<file path="src/rtl/peripheral_if.sv">
// CPU-side peripheral bus: read/write strobes, byte address, write data and
// combinational read data returned by the slave.
interface peripheral_if;
    logic        rd;
    logic        wr;
    logic [31:0] addr;
    logic [31:0] wdata;
    logic [31:0] rdata;

    modport master (output rd, wr, addr, wdata, input  rdata);
    modport slave  (input  rd, wr, addr, wdata, output rdata);
endinterface

</file>
<file path="src/rtl/peripheral.sv">
// Memory-mapped peripheral slave at 0x40000000-0x40000020: reload timer,
// LEDs, switches, 7-segment digit register and an 8N1 UART with two
// interrupt lines that are masked while the CPU runs in kernel mode.
module peripheral #(
    parameter int unsigned BAUD_DIV = 5208
) (
    input  logic        clk,
    input  logic        reset,
    peripheral_if.slave bus,
    output logic [7:0]  led,
    input  logic [7:0]  switch,
    output logic [11:0] digi,
    output logic [1:0]  irqout,
    input  logic        UART_RX,
    output logic        UART_TX,
    input  logic        PC31
);

    localparam logic [31:0] ADDR_TH   = 32'h4000_0000;
    localparam logic [31:0] ADDR_TL   = 32'h4000_0004;
    localparam logic [31:0] ADDR_TCON = 32'h4000_0008;
    localparam logic [31:0] ADDR_LED  = 32'h4000_000C;
    localparam logic [31:0] ADDR_SW   = 32'h4000_0010;
    localparam logic [31:0] ADDR_DIGI = 32'h4000_0014;
    localparam logic [31:0] ADDR_TXD  = 32'h4000_0018;
    localparam logic [31:0] ADDR_RXD  = 32'h4000_001C;
    localparam logic [31:0] ADDR_CON  = 32'h4000_0020;

    localparam int unsigned      CNT_W     = $clog2(BAUD_DIV);
    localparam logic [CNT_W-1:0] BIT_LAST  = CNT_W'(BAUD_DIV - 1);
    localparam logic [CNT_W-1:0] HALF_LAST = CNT_W'(BAUD_DIV / 2 - 1);
    localparam logic [CNT_W-1:0] CNT_ONE   = CNT_W'(1);

    typedef enum logic [1:0] {RX_IDLE, RX_START, RX_DATA, RX_STOP} rx_state_e;
    typedef enum logic       {TX_IDLE, TX_SEND} tx_state_e;

    // Timer and GPIO registers
    logic [31:0] th_q, tl_q;
    logic [2:0]  tcon_q;
    logic [7:0]  led_q;
    logic [11:0] digi_q;

    // UART control/status
    logic [1:0]  con_en_q;
    logic        con_rx_done_q, con_tx_done_q;
    logic [4:0]  con_value;

    // Receiver
    logic             rx_meta_q, rx_sync_q;
    rx_state_e        rx_state_q;
    logic [CNT_W-1:0] rx_cnt_q;
    logic [2:0]       rx_bit_q;
    logic [7:0]       rx_shift_q, rxd_q;
    logic             rx_done_q;

    // Transmitter
    tx_state_e        tx_state_q;
    logic [CNT_W-1:0] tx_cnt_q;
    logic [3:0]       tx_bit_q;
    logic [8:0]       tx_shift_q;
    logic [7:0]       txd_q;
    logic             tx_q, tx_busy_q, tx_done_q;

    // Address decode
    logic wr_th, wr_tl, wr_tcon, wr_led, wr_digi, wr_txd, wr_con, rd_con;
    logic tl_wrap, tx_start;

    assign wr_th    = bus.wr && (bus.addr == ADDR_TH);
    assign wr_tl    = bus.wr && (bus.addr == ADDR_TL);
    assign wr_tcon  = bus.wr && (bus.addr == ADDR_TCON);
    assign wr_led   = bus.wr && (bus.addr == ADDR_LED);
    assign wr_digi  = bus.wr && (bus.addr == ADDR_DIGI);
    assign wr_txd   = bus.wr && (bus.addr == ADDR_TXD);
    assign wr_con   = bus.wr && (bus.addr == ADDR_CON);
    assign rd_con   = bus.rd && (bus.addr == ADDR_CON);
    assign tl_wrap  = (tl_q == 32'hFFFF_FFFF);
    assign tx_start = wr_txd && !tx_busy_q;

    assign con_value = {tx_busy_q, con_tx_done_q, con_rx_done_q, con_en_q};

    // Timer: count TL up, reload from TH on wrap; CPU writes take priority
    // NOTE: state registers use non-blocking (<=) so every flop samples pre-edge values.
    always_ff @(posedge clk or posedge reset) begin
        if (reset) begin
            th_q   <= '0;
            tl_q   <= '0;
            tcon_q <= '0;
        end else begin
            if (wr_th) th_q <= bus.wdata;

            if (wr_tl)               tl_q <= bus.wdata;
            else if (tcon_q[0])      tl_q <= tl_wrap ? th_q : tl_q + 32'd1;

            if (wr_tcon)                              tcon_q    <= bus.wdata[2:0];
            else if (tcon_q[0] && tl_wrap && tcon_q[1]) tcon_q[2] <= 1'b1;
        end
    end

    // LED and 7-segment registers
    always_ff @(posedge clk or posedge reset) begin
        if (reset) begin
            led_q  <= '0;
            digi_q <= '0;
        end else begin
            if (wr_led)  led_q  <= bus.wdata[7:0];
            if (wr_digi) digi_q <= bus.wdata[11:0];
        end
    end

    // UART control: enables are writable, done flags set by the FSMs and
    // cleared by a read; a new event in the same cycle as the read wins
    always_ff @(posedge clk or posedge reset) begin
        if (reset) begin
            con_en_q      <= '0;
            con_rx_done_q <= 1'b0;
            con_tx_done_q <= 1'b0;
        end else begin
            if (wr_con) con_en_q <= bus.wdata[1:0];

            if (rx_done_q)   con_rx_done_q <= 1'b1;
            else if (rd_con) con_rx_done_q <= 1'b0;

            if (tx_done_q)   con_tx_done_q <= 1'b1;
            else if (rd_con) con_tx_done_q <= 1'b0;
        end
    end

    // Combinational read mux, zero for unmapped addresses or rd low
    // NOTE: the default assignment up front keeps this block from inferring a latch.
    always_comb begin
        bus.rdata = '0;
        if (bus.rd) begin
            case (bus.addr)
                ADDR_TH:   bus.rdata = th_q;
                ADDR_TL:   bus.rdata = tl_q;
                ADDR_TCON: bus.rdata = {29'd0, tcon_q};
                ADDR_LED:  bus.rdata = {24'd0, led_q};
                ADDR_SW:   bus.rdata = {24'd0, switch};
                ADDR_DIGI: bus.rdata = {20'd0, digi_q};
                ADDR_TXD:  bus.rdata = {24'd0, txd_q};
                ADDR_RXD:  bus.rdata = {24'd0, rxd_q};
                ADDR_CON:  bus.rdata = {27'd0, con_value};
                default:   bus.rdata = '0;
            endcase
        end
    end

    // Interrupts, masked in kernel mode
    assign irqout[0] = tcon_q[2] & ~PC31;
    assign irqout[1] = ((con_rx_done_q & con_en_q[1]) | (con_tx_done_q & con_en_q[0])) & ~PC31;

    assign led     = led_q;
    assign digi    = digi_q;
    assign UART_TX = tx_q;

    // Two-flop synchronizer for the asynchronous serial input (idles high)
    always_ff @(posedge clk or posedge reset) begin
        if (reset) begin
            rx_meta_q <= 1'b1;
            rx_sync_q <= 1'b1;
        end else begin
            rx_meta_q <= UART_RX;
            rx_sync_q <= rx_meta_q;
        end
    end

    // Receiver: detect start edge, verify at mid-bit, then sample each bit
    // centre; only a valid stop bit commits the byte
    always_ff @(posedge clk or posedge reset) begin
        if (reset) begin
            rx_state_q <= RX_IDLE;
            rx_cnt_q   <= '0;
            rx_bit_q   <= '0;
            rx_shift_q <= '0;
            rxd_q      <= '0;
            rx_done_q  <= 1'b0;
        end else begin
            rx_done_q <= 1'b0;
            case (rx_state_q)
                RX_IDLE: begin
                    rx_cnt_q <= '0;
                    if (!rx_sync_q) rx_state_q <= RX_START;
                end
                RX_START: begin
                    if (rx_cnt_q == HALF_LAST) begin
                        rx_cnt_q   <= '0;
                        rx_bit_q   <= '0;
                        rx_state_q <= rx_sync_q ? RX_IDLE : RX_DATA;
                    end else begin
                        rx_cnt_q <= rx_cnt_q + CNT_ONE;
                    end
                end
                RX_DATA: begin
                    if (rx_cnt_q == BIT_LAST) begin
                        rx_cnt_q   <= '0;
                        rx_shift_q <= {rx_sync_q, rx_shift_q[7:1]};
                        rx_bit_q   <= rx_bit_q + 3'd1;
                        if (rx_bit_q == 3'd7) rx_state_q <= RX_STOP;
                    end else begin
                        rx_cnt_q <= rx_cnt_q + CNT_ONE;
                    end
                end
                RX_STOP: begin
                    if (rx_cnt_q == BIT_LAST) begin
                        rx_cnt_q   <= '0;
                        rx_state_q <= RX_IDLE;
                        if (rx_sync_q) begin
                            rxd_q     <= rx_shift_q;
                            rx_done_q <= 1'b1;
                        end
                    end else begin
                        rx_cnt_q <= rx_cnt_q + CNT_ONE;
                    end
                end
                default: rx_state_q <= RX_IDLE;
            endcase
        end
    end

    // Transmitter: start bit driven on the accepting edge, then data bits
    // and stop bit shifted out, each held BAUD_DIV cycles
    always_ff @(posedge clk or posedge reset) begin
        if (reset) begin
            tx_state_q <= TX_IDLE;
            tx_cnt_q   <= '0;
            tx_bit_q   <= '0;
            tx_shift_q <= '1;
            txd_q      <= '0;
            tx_q       <= 1'b1;
            tx_busy_q  <= 1'b0;
            tx_done_q  <= 1'b0;
        end else begin
            tx_done_q <= 1'b0;
            case (tx_state_q)
                TX_IDLE: begin
                    if (tx_start) begin
                        txd_q      <= bus.wdata[7:0];
                        tx_shift_q <= {1'b1, bus.wdata[7:0]};
                        tx_q       <= 1'b0;
                        tx_busy_q  <= 1'b1;
                        tx_cnt_q   <= '0;
                        tx_bit_q   <= '0;
                        tx_state_q <= TX_SEND;
                    end
                end
                TX_SEND: begin
                    if (tx_cnt_q == BIT_LAST) begin
                        tx_cnt_q <= '0;
                        if (tx_bit_q == 4'd9) begin
                            tx_state_q <= TX_IDLE;
                            tx_busy_q  <= 1'b0;
                            tx_done_q  <= 1'b1;
                            tx_q       <= 1'b1;
                        end else begin
                            tx_bit_q   <= tx_bit_q + 4'd1;
                            tx_q       <= tx_shift_q[0];
                            tx_shift_q <= {1'b1, tx_shift_q[8:1]};
                        end
                    end else begin
                        tx_cnt_q <= tx_cnt_q + CNT_ONE;
                    end
                end
                default: tx_state_q <= TX_IDLE;
            endcase
        end
    end

endmodule

</file>
<file path="src/flat_wrapper.sv">
// flat-port wrapper written by rule: the top's interface ports become plain ports
module peripheral_flat 
#(
    parameter int unsigned BAUD_DIV = 5208
)
  (clk, reset, led, switch, digi, irqout, UART_RX, UART_TX, PC31, bus_rd, bus_wr, bus_addr, bus_wdata, bus_rdata);
  peripheral_if bus_i ();
  input  logic clk;
  input  logic reset;
  output logic [7:0] led;
  input  logic [7:0] switch;
  output logic [11:0] digi;
  output logic [1:0] irqout;
  input  logic UART_RX;
  output logic UART_TX;
  input  logic PC31;
  input wire logic [$bits(bus_i.rd)-1:0] bus_rd;
  input wire logic [$bits(bus_i.wr)-1:0] bus_wr;
  input wire logic [$bits(bus_i.addr)-1:0] bus_addr;
  input wire logic [$bits(bus_i.wdata)-1:0] bus_wdata;
  output wire logic [$bits(bus_i.rdata)-1:0] bus_rdata;
  assign bus_i.rd = bus_rd;
  assign bus_i.wr = bus_wr;
  assign bus_i.addr = bus_addr;
  assign bus_i.wdata = bus_wdata;
  assign bus_rdata = bus_i.rdata;
  peripheral #(.BAUD_DIV(BAUD_DIV)) u_core (.clk(clk), .reset(reset), .bus(bus_i), .led(led), .switch(switch), .digi(digi), .irqout(irqout), .UART_RX(UART_RX), .UART_TX(UART_TX), .PC31(PC31));
endmodule
</file>
<file path="config.mk">
export PLATFORM = sky130hd
export DESIGN_NAME = peripheral_flat
export DESIGN_NICKNAME = d
export VERILOG_FILES = /design/src/rtl/peripheral_if.sv /design/src/rtl/peripheral.sv /design/src/flat_wrapper.sv
export SDC_FILE = /design/constraint.sdc
export NUM_CORES = 1
export LEC_CHECK = 0
export ABC_AREA = 1
export CORE_MARGIN = 3
export CORE_UTILIZATION = 29
export DETAILED_ROUTE_END_ITERATION = 12
export SLEW_MARGIN = 15
export SYNTH_ARGS = -nofsm -noshare
export SYNTH_HDL_FRONTEND = slang
export SYNTH_SLANG_ARGS = --single-unit
</file>
<file path="constraint.sdc">
create_clock -name clk -period 8.45 [get_ports clk]
set_input_delay 2.535 -clock clk [delete_from_list [all_inputs] [get_ports clk]]
set_output_delay 2.535 -clock clk [all_outputs]
set_load 0.02 [all_outputs]
</file>
==> results of run 1 <==
==> cells in the final DEF (no fill, tap or decap), types with 5 or more instances in the layout <==
cell,n
nand2_1,359
o21ai_0,94
inv_1,210
nor3_1,27
dfrtp_1,154
a21oi_1,17
o21ai_1,43
ha_1,12
clkdlybuf4s50_1,132
nor4_1,5
buf_4,17
nand3_1,81
xor2_1,17
nand2_2,8
nor2_1,138
o22ai_1,28
o211ai_1,27
inv_2,7
clkbuf_16,17
nand4_1,51
dfstp_2,11
==> layer usage <==
| layer | vias up | track usage |
|---|---|---|
| met3 | 39 | 0.0335 |
| met2 | 298 | 0.284 |
| li1 | 4689 | - |
| met4 | 2 | 0.0528 |
| met1 | 4492 | 0.226 |
| met5 | - | 0 |
==> how the worst max path moves through the flow <==
stage	startpoint	to	slack [ps]	depth (start not counted)
floorplan	reset	async pin	1470	1
global placement	bus_addr[1]	bus_rdata[6]	480	14
CTS	bus_addr[21]	bus_rdata[18]	390	14
detailed placement	bus_addr[21]	bus_rdata[18]	400	14
global route	bus_addr[30]	bus_rdata[18]	170	15
finish	bus_addr[21]	bus_rdata[18]	370	14
==> critical path, stage by stage <==
cell	delay [ps]
clkdlybuf4s50_1	440
nor2_1	120
nand2_1	50
nor2_1	160
nand2_2	140
nor2_8	330
nand3_1	200
inv_1	180
nor2_1	80
nand3_2	70
nand2_2	210
buf_4	290
nor2_1	120
clkdlybuf4s50_1	610
==> flip-flops by register name, indices dropped and copies added, names as in the netlist, 12 cells and up, named ones only <==
signal	cells
u_core.digi	12
u_core.th_q	32
u_core.rx_cnt_q	13
u_core.tl_q	32
u_core.tx_cnt_q	13
==> power by group through the flow <==
stage                     clock network (W)  registers, W   logic, W
after floorplan                           0      0.000806  0.0000255
after global placement                    0      0.000806  0.0000804
after detailed placement                  0      0.000806  0.0000809
after CTS                          0.000765      0.000791  0.0000814
after global routing               0.000797      0.000791  0.0000878
final                              0.000751      0.000791  0.0000799
==> through the flow <==
| step | hold slack, ps | cell area [µm²] | instances | utilization |
|---|---|---|---|---|
| detailed placement | 350 | 11600 | 1920 | 0.351 |
| global route | 365 | 12100 | 1952 | 0.368 |
| floorplan | 345 | 9840 | 1379 | - |
| CTS | 359 | 12100 | 1952 | 0.368 |
| finish | 359 | 12100 | 1952 | 0.368 |
| global placement | 347 | 11600 | 1920 | 0.351 |
==> cells in the mapped netlist (3+ instances only) <==
cell type / instances
nand2_1: 359
inv_1: 211
dfrtp_1: 154
nor2_1: 138
o21ai_0: 94
nand3_1: 81
nand4_1: 51
o21ai_1: 43
o22ai_1: 28
nor3_1: 27
o211ai_1: 27
buf_2: 24
a21oi_1: 18
clkbuf_1: 18
xor2_1: 17
ha_1: 12
dfstp_2: 11
nand2_2: 8
inv_2: 7
buf_4: 5
nor4_1: 5
nand3_2: 4
buf_6: 3
nand3_4: 3
nor3_4: 3
o21bai_1: 3
or2_2: 3
xnor2_1: 3
==> area by class of cell <==
cell class / count / area (µm²) / share of cell area
Sequential cell: 165 / 4140 / 0.341
Timing Repair Buffer: 149 / 1450 / 0.119
Inverter: 220 / 832 / 0.0685
Clock inverter: 13 / 116 / 0.00958
Clock buffer: 19 / 433 / 0.0356
Tap cell: 442 / 553 / 0.0455
Multi-Input combinational cell: 944 / 4620 / 0.380
==> kinds of logic (layout without fill, tap and decap cells) <==
family	count (synthesis)	after routing	share of synthesized area
xor gates and xnor gates	20	20	0.0178
and+or+nand+nor	694	694	0.313
DFF	165	165	0.421
adders and majority gates	12	12	0.0153
buffers and inverters	270	401	0.110
AOI/OAI and AO/OA	218	218	0.123
==> results.toml, run 1 <==
[cts]
cts.sinks = 165
worstSkewPairLatency_ps = 440
clk_pin_slew_ps = 60
clock-root-buffer = "clkbuf_16"
cts_made_buffers = 17
cts_tree = "done"
post_cts_resized = 0
htreeDepth = 4
clk_path_buf_depth = 2
postCtsSetupRepairBufs = 0
cts.hold.buffers_added = 0

[floorplanning]
rows = 66
core_area_mm2 = 0.0330
die_y_um = 190
dieArea_mm2 = 0.0362
ios = 133
die_w_um = 190
start_util = 0.298

[pwr]
p_int_w = 0.00121
power.ir.vdd_worst_mv = 0.155
p_clk_frac = 0.463
swShare = 0.252
p_sw_w = 0.000409
combinationalPowerShare = 0.049
p_total_w = 0.00162
power.density_mw_per_mm2 = 134
total_leakage_power_nw = 5.15
pwr-share-seq = 0.488

[synth]
ys_warn_count = 0
yosys-top-cells-area = "dfrtp_1 (39%), nand2_1 (14%), inv_1 (8.0%), nor2_1 (5.3%), o21ai_0 (4.8%)"
syn_nets = 1469
synth_top_cell_by_area = "dfrtp_1"
synth-seq-area-share = 0.421
synth_area_mm2 = 0.00984
synthCells = 1379
ys_seq_elements = 165
synth_edf_count = 0
ys.flop_type = "dfrtp_1"
synth_top_area_share = 0.391
synth-async-reset-ratio = 1.00
yosysUniqueCellTypes = 43
syn_area_per_cell_um2 = 7.14

[timing]
min_period_ps = 8080
max_freq_mhz = 124
tightest_slew_ps = 1130
slew_headroom = 0.247
setup_viol = 0
rsz0062_at_grt = "no"
slew_viol_final = 0
hold_viol_final = 0
fin_skew_ps = 11.0
setup_slack_ps = 365
tns_ps = 0
period_share = 0.957

[route]
vias = 9520
wl_met1_um = 13800
detail_route.drc_violations = 0
ant_nets = 0
wl_met3_um = 2000
wl_per_cell_um = 15.9
via_per_inst = 4.88
wl_um = 31000
wl_met2_um = 14700
dr.max_layer_used = "met5"
drt_pre_antenna_iters = 5
drtIter0Drc = 858

[cells_and_area]
n_antenna_cell = 0
fillerInstances = 3497
drive_above_1_share = 0.0656
area_growth_pct = 23.4
nNetsFinal = 1587

[global_route]
grt_max_degree = 112
grt_overflow = 0
grt_pass1_vias = 9097
gr-usage-all-layers = 0.171
grt_pass1_wl_um = 49200
antenna_found_initial = 1

[setup_path]
r2r_setup_slack_ps = 5690
worstSetupPathType = "in2out"
crit_arrival_ps = 5550
rr_worst_depth = 11
r2r-start = "u_core.tl_q[0]"
startpoint_type = "input port"
end_kind = "primary output"
cp_max_fo = 23
r2r_end = "u_core.tl_q[0]"
cp.required_ps = 5920

[hold_path]
hp-start = "u_core.rx_meta_q"
min_to = "u_core.rx_sync_q"
min_delay_path_depth = 0
hp-class = "reg2reg"

[placed_design]
dp_slack_ps = 399
port_buffers = 132
dpl.hpwl_um = 22600
place.gp.congestion = 0.921

[flow_run]
drv_cap = 0

[outcome]
status = "finished clean"
No activity file was read; power rests on OpenSTA's default activity.
==> run 2: changes to the inputs <==
CAP_MARGIN = 10   (was not set)
CORE_UTILIZATION = 50   (was 29)
PLACE_DENSITY = 0.74   (was not set)
==> run 2 against run 1 <==
Compared with the run above:
- clock skew rose by 1.4 ps
- combinational power fell by 3.0%
- routed wire length fell by 6.7%
- cell area fell by 1.8%
- critical path depth fell by 2
- die area fell by 41%
- global-route usage rose by 10 points
- sequential power barely moved
- maximum frequency rose by 0.40%
- sequential share of layout area rose by 0.61 points
- clock power rose by 4.0%
- worst setup slack improved by 32 ps
- critical path type unchanged
- critical endpoint is now bus_rdata[7]
==> results.toml, run 2 (synthesized netlist as in run 1, its figures left out) <==
[timing]
slew_viol_final = 0
max_freq_mhz = 124
hold_viol_final = 0
setup_viol = 0
fin_skew_ps = 12.4
tightest_slew_ps = 1140
tns_ps = 0
min_period_ps = 8050
period_share = 0.953
slew_headroom = 0.239
rsz0062_at_grt = "no"
setup_slack_ps = 397

[cts]
cts.hold.buffers_added = 0
cts_made_buffers = 17
worstSkewPairLatency_ps = 440
cts_tree = "done"
clk_pin_slew_ps = 80
postCtsSetupRepairBufs = 0
htreeDepth = 4
cts.sinks = 165
post_cts_resized = 0
clk_path_buf_depth = 2
clock-root-buffer = "clkbuf_16"

[pwr]
power.density_mw_per_mm2 = 138
power.ir.vdd_worst_mv = 0.142
total_leakage_power_nw = 5.15

[floorplanning]
core_area_mm2 = 0.0190
start_util = 0.518
ios = 133
dieArea_mm2 = 0.0214
die_w_um = 146
die_y_um = 146
rows = 50

[setup_path]
crit_arrival_ps = 5520
path_cells = "clkdlybuf4s50_1 -> nor2_1 -> nand2_1 -> nor3_4 -> nand3_1 -> inv_1 -> nor2_1 -> nand3_2 -> nand2_2 -> buf_4 -> nor2_1 -> clkdlybuf4s50_1"
slowest_stage = "clkdlybuf4s50_1"
max_stage_delay_ps = 620
critical_path.top_delay_family = "buffers and inverters"
startpoint_type = "input port"
cpMostUsedCell = "nor2_1"
cp.required_ps = 5920
cp_max_fo = 19
critPathBufInv = 4
end_kind = "primary output"
worstSetupPathType = "in2out"

[cells_and_area]
drive_above_1_share = 0.0625
reg_top3 = "u_core.th_q (32), u_core.tl_q (32)"
mostFrequentLayoutCell = "nand2_1"
final_cell_mix = "nand2_1 (359), inv_1 (210), dfrtp_1 (154), nor2_1 (138), clkdlybuf4s50_1 (132)"
nNetsFinal = 1580
n_antenna_cell = 0
area_growth_pct = 21.2

[placed_design]
dp_slack_ps = 446
dpl.hpwl_um = 20800
port_buffers = 132
place.gp.congestion = 0.960

[route]
detail_route.drc_violations = 0
drtIter0Drc = 848
drt_pre_antenna_iters = 6
wl_per_cell_um = 16.4
wl_um = 29000
vias = 9566
ant_nets = 0
via_per_inst = 5.43

[global_route]
grt_max_degree = 111
grt_pass1_wl_um = 47300
gr-usage-all-layers = 0.272
grt_overflow = 0
grt_pass1_vias = 9194
antenna_found_initial = 0

[hold_path]
hp-class = "reg2reg"

[flow_run]
drv_cap = 0

[outcome]
status = "finished clean"
[run 2: cell count changes in the layout (fill, tap and decap cells not counted)]
cell / previous run / this run
clkbuf_1: 2 / 0
a21oi_2: 1 / 0
clkinv_2: 1 / 2
buf_4: 17 / 10
clkinvlp_4: 4 / 0
clkinv_8: 0 / 7
a21oi_4: 0 / 1
inv_6: 4 / 6
inv_8: 3 / 1
clkinv_4: 3 / 1
[run 2: layout make-up]
class | count | area, µm²
Inverter | 220 | 832
Tap cell | 260 | 325
Clock buffer | 17 | 425
Fill cell | 1719 | 7090
Multi-Input combinational cell | 944 | 4630
Clock inverter | 15 | 183
Sequential cell | 165 | 4140
Timing Repair Buffer | 142 | 1400
[run 2: path summary, 6_finish.rpt]
kind	startpoint	endpoint	slack, ps	cells past startpoint
min reg2reg	u_core.rx_meta_q	u_core.rx_sync_q	360	0
max	bus_addr[8]	bus_rdata[7]	400	12
min in group asynchronous	reset	u_core.rx_bit_q[2]	2690	2
min	u_core.rx_meta_q	u_core.rx_sync_q	360	0
max in group asynchronous	reset	u_core.tl_q[20]	4410	3
max reg2reg	u_core.tl_q[0]	u_core.tl_q[17]	5610	11
[run 2: per-layer routing]
metal | track usage | vias up | wire length, µm
met4 | 0.0767 | 0 | 561
met5 | 0 | - | 0
li1 | - | 4661 | -
met1 | 0.373 | 4468 | 12300
met2 | 0.442 | 392 | 13800
met3 | 0.0531 | 45 | 2260
[run 2: metrics by stage]
step / utilization / hold slack [ps] / instances / power (W) / instance area [µm²]
final: 0.627 / 360 / 1763 / 0.00165 / 11900
after global placement: 0.595 / 346 / 1731 / 0.000884 / 11300
after detailed placement: 0.595 / 351 / 1731 / 0.000884 / 11300
after CTS: 0.627 / 362 / 1763 / 0.00166 / 11900
after global routing: 0.627 / 371 / 1763 / 0.00170 / 11900
after floorplan: - / 345 / 1379 / 0.000831 / 9840
[run 2: where the power goes]
| group | internal [W] | switching [W] |
|---|---|---|
| Sequential | 0.000790 | 0.000000402 |
| Clock | 0.000400 | 0.000381 |
| Combinational | 0.0000359 | 0.0000416 |
| Total | 0.00123 | 0.000423 |
